<file path="src/rtl/axi_sram_slave_pkg.sv">
// Shared types and constants for the AXI4-to-SRAM responder.
// Bus widths match the interconnect's slave-side view (extended ID).
package axi_sram_slave_pkg;

    localparam int AXI_IDS_BITS  = 8;
    localparam int AXI_ADDR_BITS = 32;
    localparam int AXI_LEN_BITS  = 4;
    localparam int AXI_SIZE_BITS = 3;
    localparam int AXI_DATA_BITS = 32;
    localparam int AXI_STRB_BITS = 4;

    localparam int SRAM_AW_DEFAULT = 14;

    localparam logic [1:0] RESP_OKAY   = 2'b00;
    localparam logic [1:0] RESP_SLVERR = 2'b10;

    typedef enum logic [2:0] {
        IDLE,
        RD_ADDR,
        RD_LATCH,
        RD_DATA,
        WR,
        WR_RESP
    } state_t;

endpackage

</file>
<file path="src/rtl/axi_sram_slave.sv">
// AXI4 responder in front of one single-port synchronous SRAM.
// One burst at a time; reads win when AR and AW arrive together.
module axi_sram_slave
    import axi_sram_slave_pkg::*;
#(
    parameter int SRAM_AW = SRAM_AW_DEFAULT
) (
    input  logic                     ACLK,
    input  logic                     ARESETn,

    input  logic [AXI_IDS_BITS-1:0]  ARID_S,
    input  logic [AXI_ADDR_BITS-1:0] ARADDR_S,
    input  logic [AXI_LEN_BITS-1:0]  ARLEN_S,
    input  logic [AXI_SIZE_BITS-1:0] ARSIZE_S,
    input  logic [1:0]               ARBURST_S,
    input  logic                     ARVALID_S,
    output logic                     ARREADY_S,

    output logic [AXI_IDS_BITS-1:0]  RID_S,
    output logic [AXI_DATA_BITS-1:0] RDATA_S,
    output logic [1:0]               RRESP_S,
    output logic                     RLAST_S,
    output logic                     RVALID_S,
    input  logic                     RREADY_S,

    input  logic [AXI_IDS_BITS-1:0]  AWID_S,
    input  logic [AXI_ADDR_BITS-1:0] AWADDR_S,
    input  logic [AXI_LEN_BITS-1:0]  AWLEN_S,
    input  logic [AXI_SIZE_BITS-1:0] AWSIZE_S,
    input  logic [1:0]               AWBURST_S,
    input  logic                     AWVALID_S,
    output logic                     AWREADY_S,

    input  logic [AXI_DATA_BITS-1:0] WDATA_S,
    input  logic [AXI_STRB_BITS-1:0] WSTRB_S,
    input  logic                     WLAST_S,
    input  logic                     WVALID_S,
    output logic                     WREADY_S,

    output logic [AXI_IDS_BITS-1:0]  BID_S,
    output logic [1:0]               BRESP_S,
    output logic                     BVALID_S,
    input  logic                     BREADY_S,

    output logic                     CS,
    output logic                     OE,
    output logic [3:0]               WEB,
    output logic [SRAM_AW-1:0]       A,
    output logic [31:0]              DI,
    input  logic [31:0]              DO
);

    state_t                    state;
    logic [AXI_IDS_BITS-1:0]   id_q;
    logic [SRAM_AW-1:0]        addr_q;
    logic [AXI_LEN_BITS-1:0]   len_q;
    logic [AXI_LEN_BITS-1:0]   beat_q;
    logic [31:0]               rdata_q;

    // Size, burst type, write length and byte-offset bits play no part:
    // every beat is a full word, bursts are INCR and WLAST ends a write.
    logic unused_inputs;
    assign unused_inputs = ^{ARSIZE_S, ARBURST_S, AWSIZE_S, AWBURST_S, AWLEN_S,
                             ARADDR_S[1:0], ARADDR_S[AXI_ADDR_BITS-1:SRAM_AW+2],
                             AWADDR_S[1:0], AWADDR_S[AXI_ADDR_BITS-1:SRAM_AW+2]};

    always_ff @(posedge ACLK or negedge ARESETn) begin
        if (!ARESETn) begin
            state   <= IDLE;
            id_q    <= '0;
            addr_q  <= '0;
            len_q   <= '0;
            beat_q  <= '0;
            rdata_q <= '0;
        end else begin
            case (state)
                IDLE: begin
                    if (ARVALID_S) begin
                        id_q   <= ARID_S;
                        addr_q <= ARADDR_S[SRAM_AW+1:2];
                        len_q  <= ARLEN_S;
                        beat_q <= '0;
                        state  <= RD_ADDR;
                    end else if (AWVALID_S) begin
                        id_q   <= AWID_S;
                        addr_q <= AWADDR_S[SRAM_AW+1:2];
                        state  <= WR;
                    end
                end
                RD_ADDR: state <= RD_LATCH;
                // DO is valid one cycle after the address cycle; hold it so
                // RDATA stays put however long the master stalls.
                RD_LATCH: begin
                    rdata_q <= DO;
                    state   <= RD_DATA;
                end
                RD_DATA: begin
                    if (RREADY_S) begin
                        if (beat_q == len_q) begin
                            state <= IDLE;
                        end else begin
                            addr_q <= addr_q + 1'b1;
                            beat_q <= beat_q + 1'b1;
                            state  <= RD_ADDR;
                        end
                    end
                end
                WR: begin
                    if (WVALID_S) begin
                        addr_q <= addr_q + 1'b1;
                        if (WLAST_S) state <= WR_RESP;
                    end
                end
                WR_RESP: if (BREADY_S) state <= IDLE;
                default: state <= IDLE;
            endcase
        end
    end

    always_comb begin
        ARREADY_S = 1'b0;
        AWREADY_S = 1'b0;
        RVALID_S  = 1'b0;
        WREADY_S  = 1'b0;
        BVALID_S  = 1'b0;
        CS        = 1'b0;
        OE        = 1'b0;
        WEB       = 4'hF;
        A         = '0;
        DI        = '0;
        case (state)
            IDLE: begin
                ARREADY_S = 1'b1;
                AWREADY_S = !ARVALID_S;
            end
            RD_ADDR, RD_LATCH: begin
                CS = 1'b1;
                OE = 1'b1;
                A  = addr_q;
            end
            RD_DATA: RVALID_S = 1'b1;
            WR: begin
                WREADY_S = 1'b1;
                if (WVALID_S) begin
                    CS  = 1'b1;
                    WEB = ~WSTRB_S;
                    A   = addr_q;
                    DI  = WDATA_S;
                end
            end
            WR_RESP: BVALID_S = 1'b1;
            default: ;
        endcase
    end

    assign RID_S   = id_q;
    assign RDATA_S = rdata_q;
    assign RRESP_S = RESP_OKAY;
    assign RLAST_S = (state == RD_DATA) && (beat_q == len_q);
    assign BID_S   = id_q;
    assign BRESP_S = RESP_OKAY;

endmodule

</file>
<file path="config.mk">
export PLATFORM = sky130hd
export DESIGN_NAME = axi_sram_slave
export DESIGN_NICKNAME = d
export VERILOG_FILES = /design/src/rtl/axi_sram_slave_pkg.sv /design/src/rtl/axi_sram_slave.sv
export SDC_FILE = /design/constraint.sdc
export NUM_CORES = 1
export LEC_CHECK = 0
export ABC_AREA = 1
export CORE_AREA = 10 10 102 104
export DETAILED_ROUTE_END_ITERATION = 16
export DIE_AREA = 0 0 112 114
export DONT_BUFFER_PORTS = 1
export RECOVER_POWER = 50
export SYNTH_ARGS = -nofsm -noshare
export SYNTH_HDL_FRONTEND = slang
export SYNTH_SLANG_ARGS = --single-unit
</file>
<file path="constraint.sdc">
create_clock -name ACLK -period 3.22 [get_ports ACLK]
set_clock_uncertainty 0.15 [all_clocks]
set_input_delay 0.322 -clock ACLK [delete_from_list [all_inputs] [get_ports ACLK]]
set_output_delay 0.322 -clock ACLK [all_outputs]
set_load 0.02 [all_outputs]
</file>
==> out/results.ini <==
[worst_setup_path]
required_ps = 2750
rr_endpoint = RDATA_S[22]$_DFFE_PN0P_
worstReg2RegStart = state[2]$_DFFE_PN0P_
reg2regPathDepth = 4
endpoint_kind = output pin
path_max_fanout = 35
startpoint_type = register
worst-setup-path-type = reg -> out
crit_arrival_ps = 2500
regToRegSetupSlack_ps = 580

[floorplan]
start_util_pct = 46.44
die_w_um = 112
core_mm2 = 0.008466
row_count = 34
die-area_mm2 = 0.01277
die_h_um = 114
io_pins = 284

[routing]
drc = 0
dr_total_vias = 3351
met3_length_um = 1454
wl_met2_um = 6403
drtAntennaViolNets = 0
met1Wirelength_um = 4578
wl_per_cell_um = 19.17
drt_first_pass_iters = 5
top_layer_used = met4
drtIter0Drc = 231
wl_um = 12520
viasPerCell = 5.132

[timing]
slew_headroom_pct = -17.65
rsz0062_at_grt = false
fmax_mhz = 336.2
worst_slack_ps = 245.8
hold_violations = 0
slew_viol_final = 100
worst_pin_slew_ps = 1765
setup_tns_ps = 0
finalCriticalPeriod_ps = 2974
setup_viol = 0
finalCritPeriodShare_pct = 92.37

[global_routing]
grt_max_degree = 66
grt-ovfl-total = 0
grt_pass1_vias = 3590
grt_pass1_wl_um = 19640
gr-usage-all-layers_pct = 18.91
antenna_found_initial = 0

[yosys]
synthesis.area_mm2 = 0.003931
yosysSeqAreaShare_pct = 41.37
ys.flop_type = dfrtp_1
yosys.area_share.simple_pct = 31.35
synth.area.top_cells = dfrtp_1 41%, nand2_1 16%, mux2_2 9.7%
yosys-top-cells-count = 172 x nand2_1, 72 x nor2_1, 65 x dfrtp_1, 34 x mux2_2, 33 x inv_1
async_flop_share_pct = 100.0
synthMuxAreaShare_pct = 9.994
synth_xor_area_share_pct = 1.337
synth.most_common_cell = nand2_1
yosysTopAreaCellShare_pct = 41.37
synth_top_family_by_area = simple AND/OR/NAND/NOR gates
synth_edf_count = 0
synth_top_area_cell = dfrtp_1
synth_seq_cells = 65
syn_inst = 517
yosys_warnings = 0
synthAdderAreaFrac_pct = 0.6365
syn_area_per_cell_um2 = 7.604
synth_cell_type_count = 31
synth-compound-area-share_pct = 6.429

[finish]
fill_cells = 809
insertedDiodeCount = 0
regArea_mm2 = 0.001627
drive_gt1_share_pct = 16.15
synthToLayoutAreaGrowth_pct = 14.67
multiInputGateArea_mm2 = 0.001963
instances_no_fill = 653
final_nets = 716
design_area_mm2 = 0.004508

[status]
status = complete, but fails checks
violations = capacitance limit, slew limit

[min_path]
worstHoldStart = RREADY_S
hold_path_depth = 3
whs_endpoint = state[1]$_DFFE_PN0P_
hold_path_class = in -> reg

[clock_tree]
clock_latency_ps = 340
cts_buffers = 9
cts-htree-levels = 3
cts-root-buf = clkbuf_8
cts_tree = built
clk_pin_slew_ps = 80
cts_buffer_depth = 2
cts_setup_buffers = 0
clock-sinks = 65

[pwr]
power_density_mw_per_mm2 = 1072
design_power_total_w = 0.004831
leakage_nw = 2.121
vdd_drop_max_uv = 596.8

[place]
place_area_mm2 = 0.003913
portBuffers = 0
dpl.hpwl_um = 9494
placed_cells = 599
pre_cts_ws_ps = 590.8
routabilityCongestion = 0.7824

[job]
cap_viol_max_count = 2

-- placed cells by master, fill, tap and decap left out --
cell,count
or2_0,1
a21oi_4,1
conb_1,4
clkbuf_2,1
or2_2,18
clkinvlp_4,1
nor2_2,3
nand2_1,172
dfrtp_1,65
nand3_1,15
clkbuf_1,1
nand4_1,5
nand2_2,3
nand3_2,1
clkbuf_8,9
inv_8,2
inv_1,34
o21ai_0,18
bufinv_16,2
o21ai_1,1
xor2_1,6
dlygate4sd3_1,37
o211ai_1,8
nor2_4,2
a21oi_1,3
mux2i_1,1
inv_2,6
buf_4,3
mux2_2,34
ha_1,2
inv_6,2
a31oi_1,1
nor3_1,2
o21a_1,8
nor2_1,73
-- registers in the layout (all words and copies together) (netlist names) --
name,cells
RDATA_S,32
addr_q,14
BID_S,8
beat_q,4
len_q,4
state,3
-- what timing repair did --
| action | in CTS | in global routing |
|---|---|---|
| hold endpoints to repair | 101 | 0 |
| endpoints found under the setup margin | 0 | 0 |
| hold buffers | 38 | 0 |
| gates resized for setup | 0 | 0 |
-- through the flow --
step | util [%] | hold WS, ps
after floorplan | - | -123.6
after global placement | 46.22 | -120.7
after detailed placement | 46.22 | -120.7
after CTS | 53.65 | 18.48
after global routing | 53.25 | 25.15
final | 53.25 | 31.95
-- critical path, cell delays in order (launching register included) --
cell and delay (ps):
dfrtp_1 420, inv_1 110, nand2_2 90, nor2_4 250, inv_2 290, nor2_4 240
inv_2 50, nand2_2 160, inv_2 150, nor2_1 390
-- where the power goes --
part	leakage, nW	switching, W	internal [W]
Combinational	1.24	0.00129	0.000757
Clock	0.114	0.000364	0.000452
Sequential	0.770	0.000749	0.00122
Total	2.12	0.00240	0.00243
-- cells by family (layout without fill, tap and decap cells) --
kind of cell | count (synthesis) | count (layout)
xor gates and xnor gates | 6 | 6
DFF | 65 | 65
buffers and inverters | 73 | 98
other | 1 | 4
AOI/OAI and AO/OA | 40 | 40
and+or+nand+nor | 295 | 295
adders and majority gates | 2 | 2
muxes | 35 | 35
-- layout make-up --
| class | count | share of cell area [%] |
|---|---|---|
| Clock buffer | 9 | 2.748 |
| Multi-Input combinational cell | 382 | 43.55 |
| Timing Repair Buffer | 42 | 8.909 |
| Inverter | 40 | 3.331 |
| Clock inverter | 7 | 2.387 |
| Tap cell | 108 | 2.998 |
| Sequential cell | 65 | 36.08 |
-- how the worst max path moves through the flow --
| stage | startpoint | endpoint | slack, ps |
|---|---|---|---|
| floorplan | state[1]$_DFFE_PN0P_ | A[0] | 870 |
| global placement | state[0]$_DFFE_PN0P_ | A[10] | 630 |
| detailed placement | state[0]$_DFFE_PN0P_ | A[13] | 590 |
| CTS | state[0]$_DFFE_PN0P_ | A[13] | 200 |
| global route | state[0]$_DFFE_PN0P_ | A[10] | 9 |
| finish | state[0]$_DFFE_PN0P_ | A[13] | 250 |
-- metal layers --
layer | up-vias | track usage (%)
li1 | 1653 | -
met1 | 1538 | 20.11
met2 | 152 | 32.52
met3 | 8 | 10.34
met4 | 0 | 3.976
met5 | - | 0
Power figures use the tool's default switching activity.
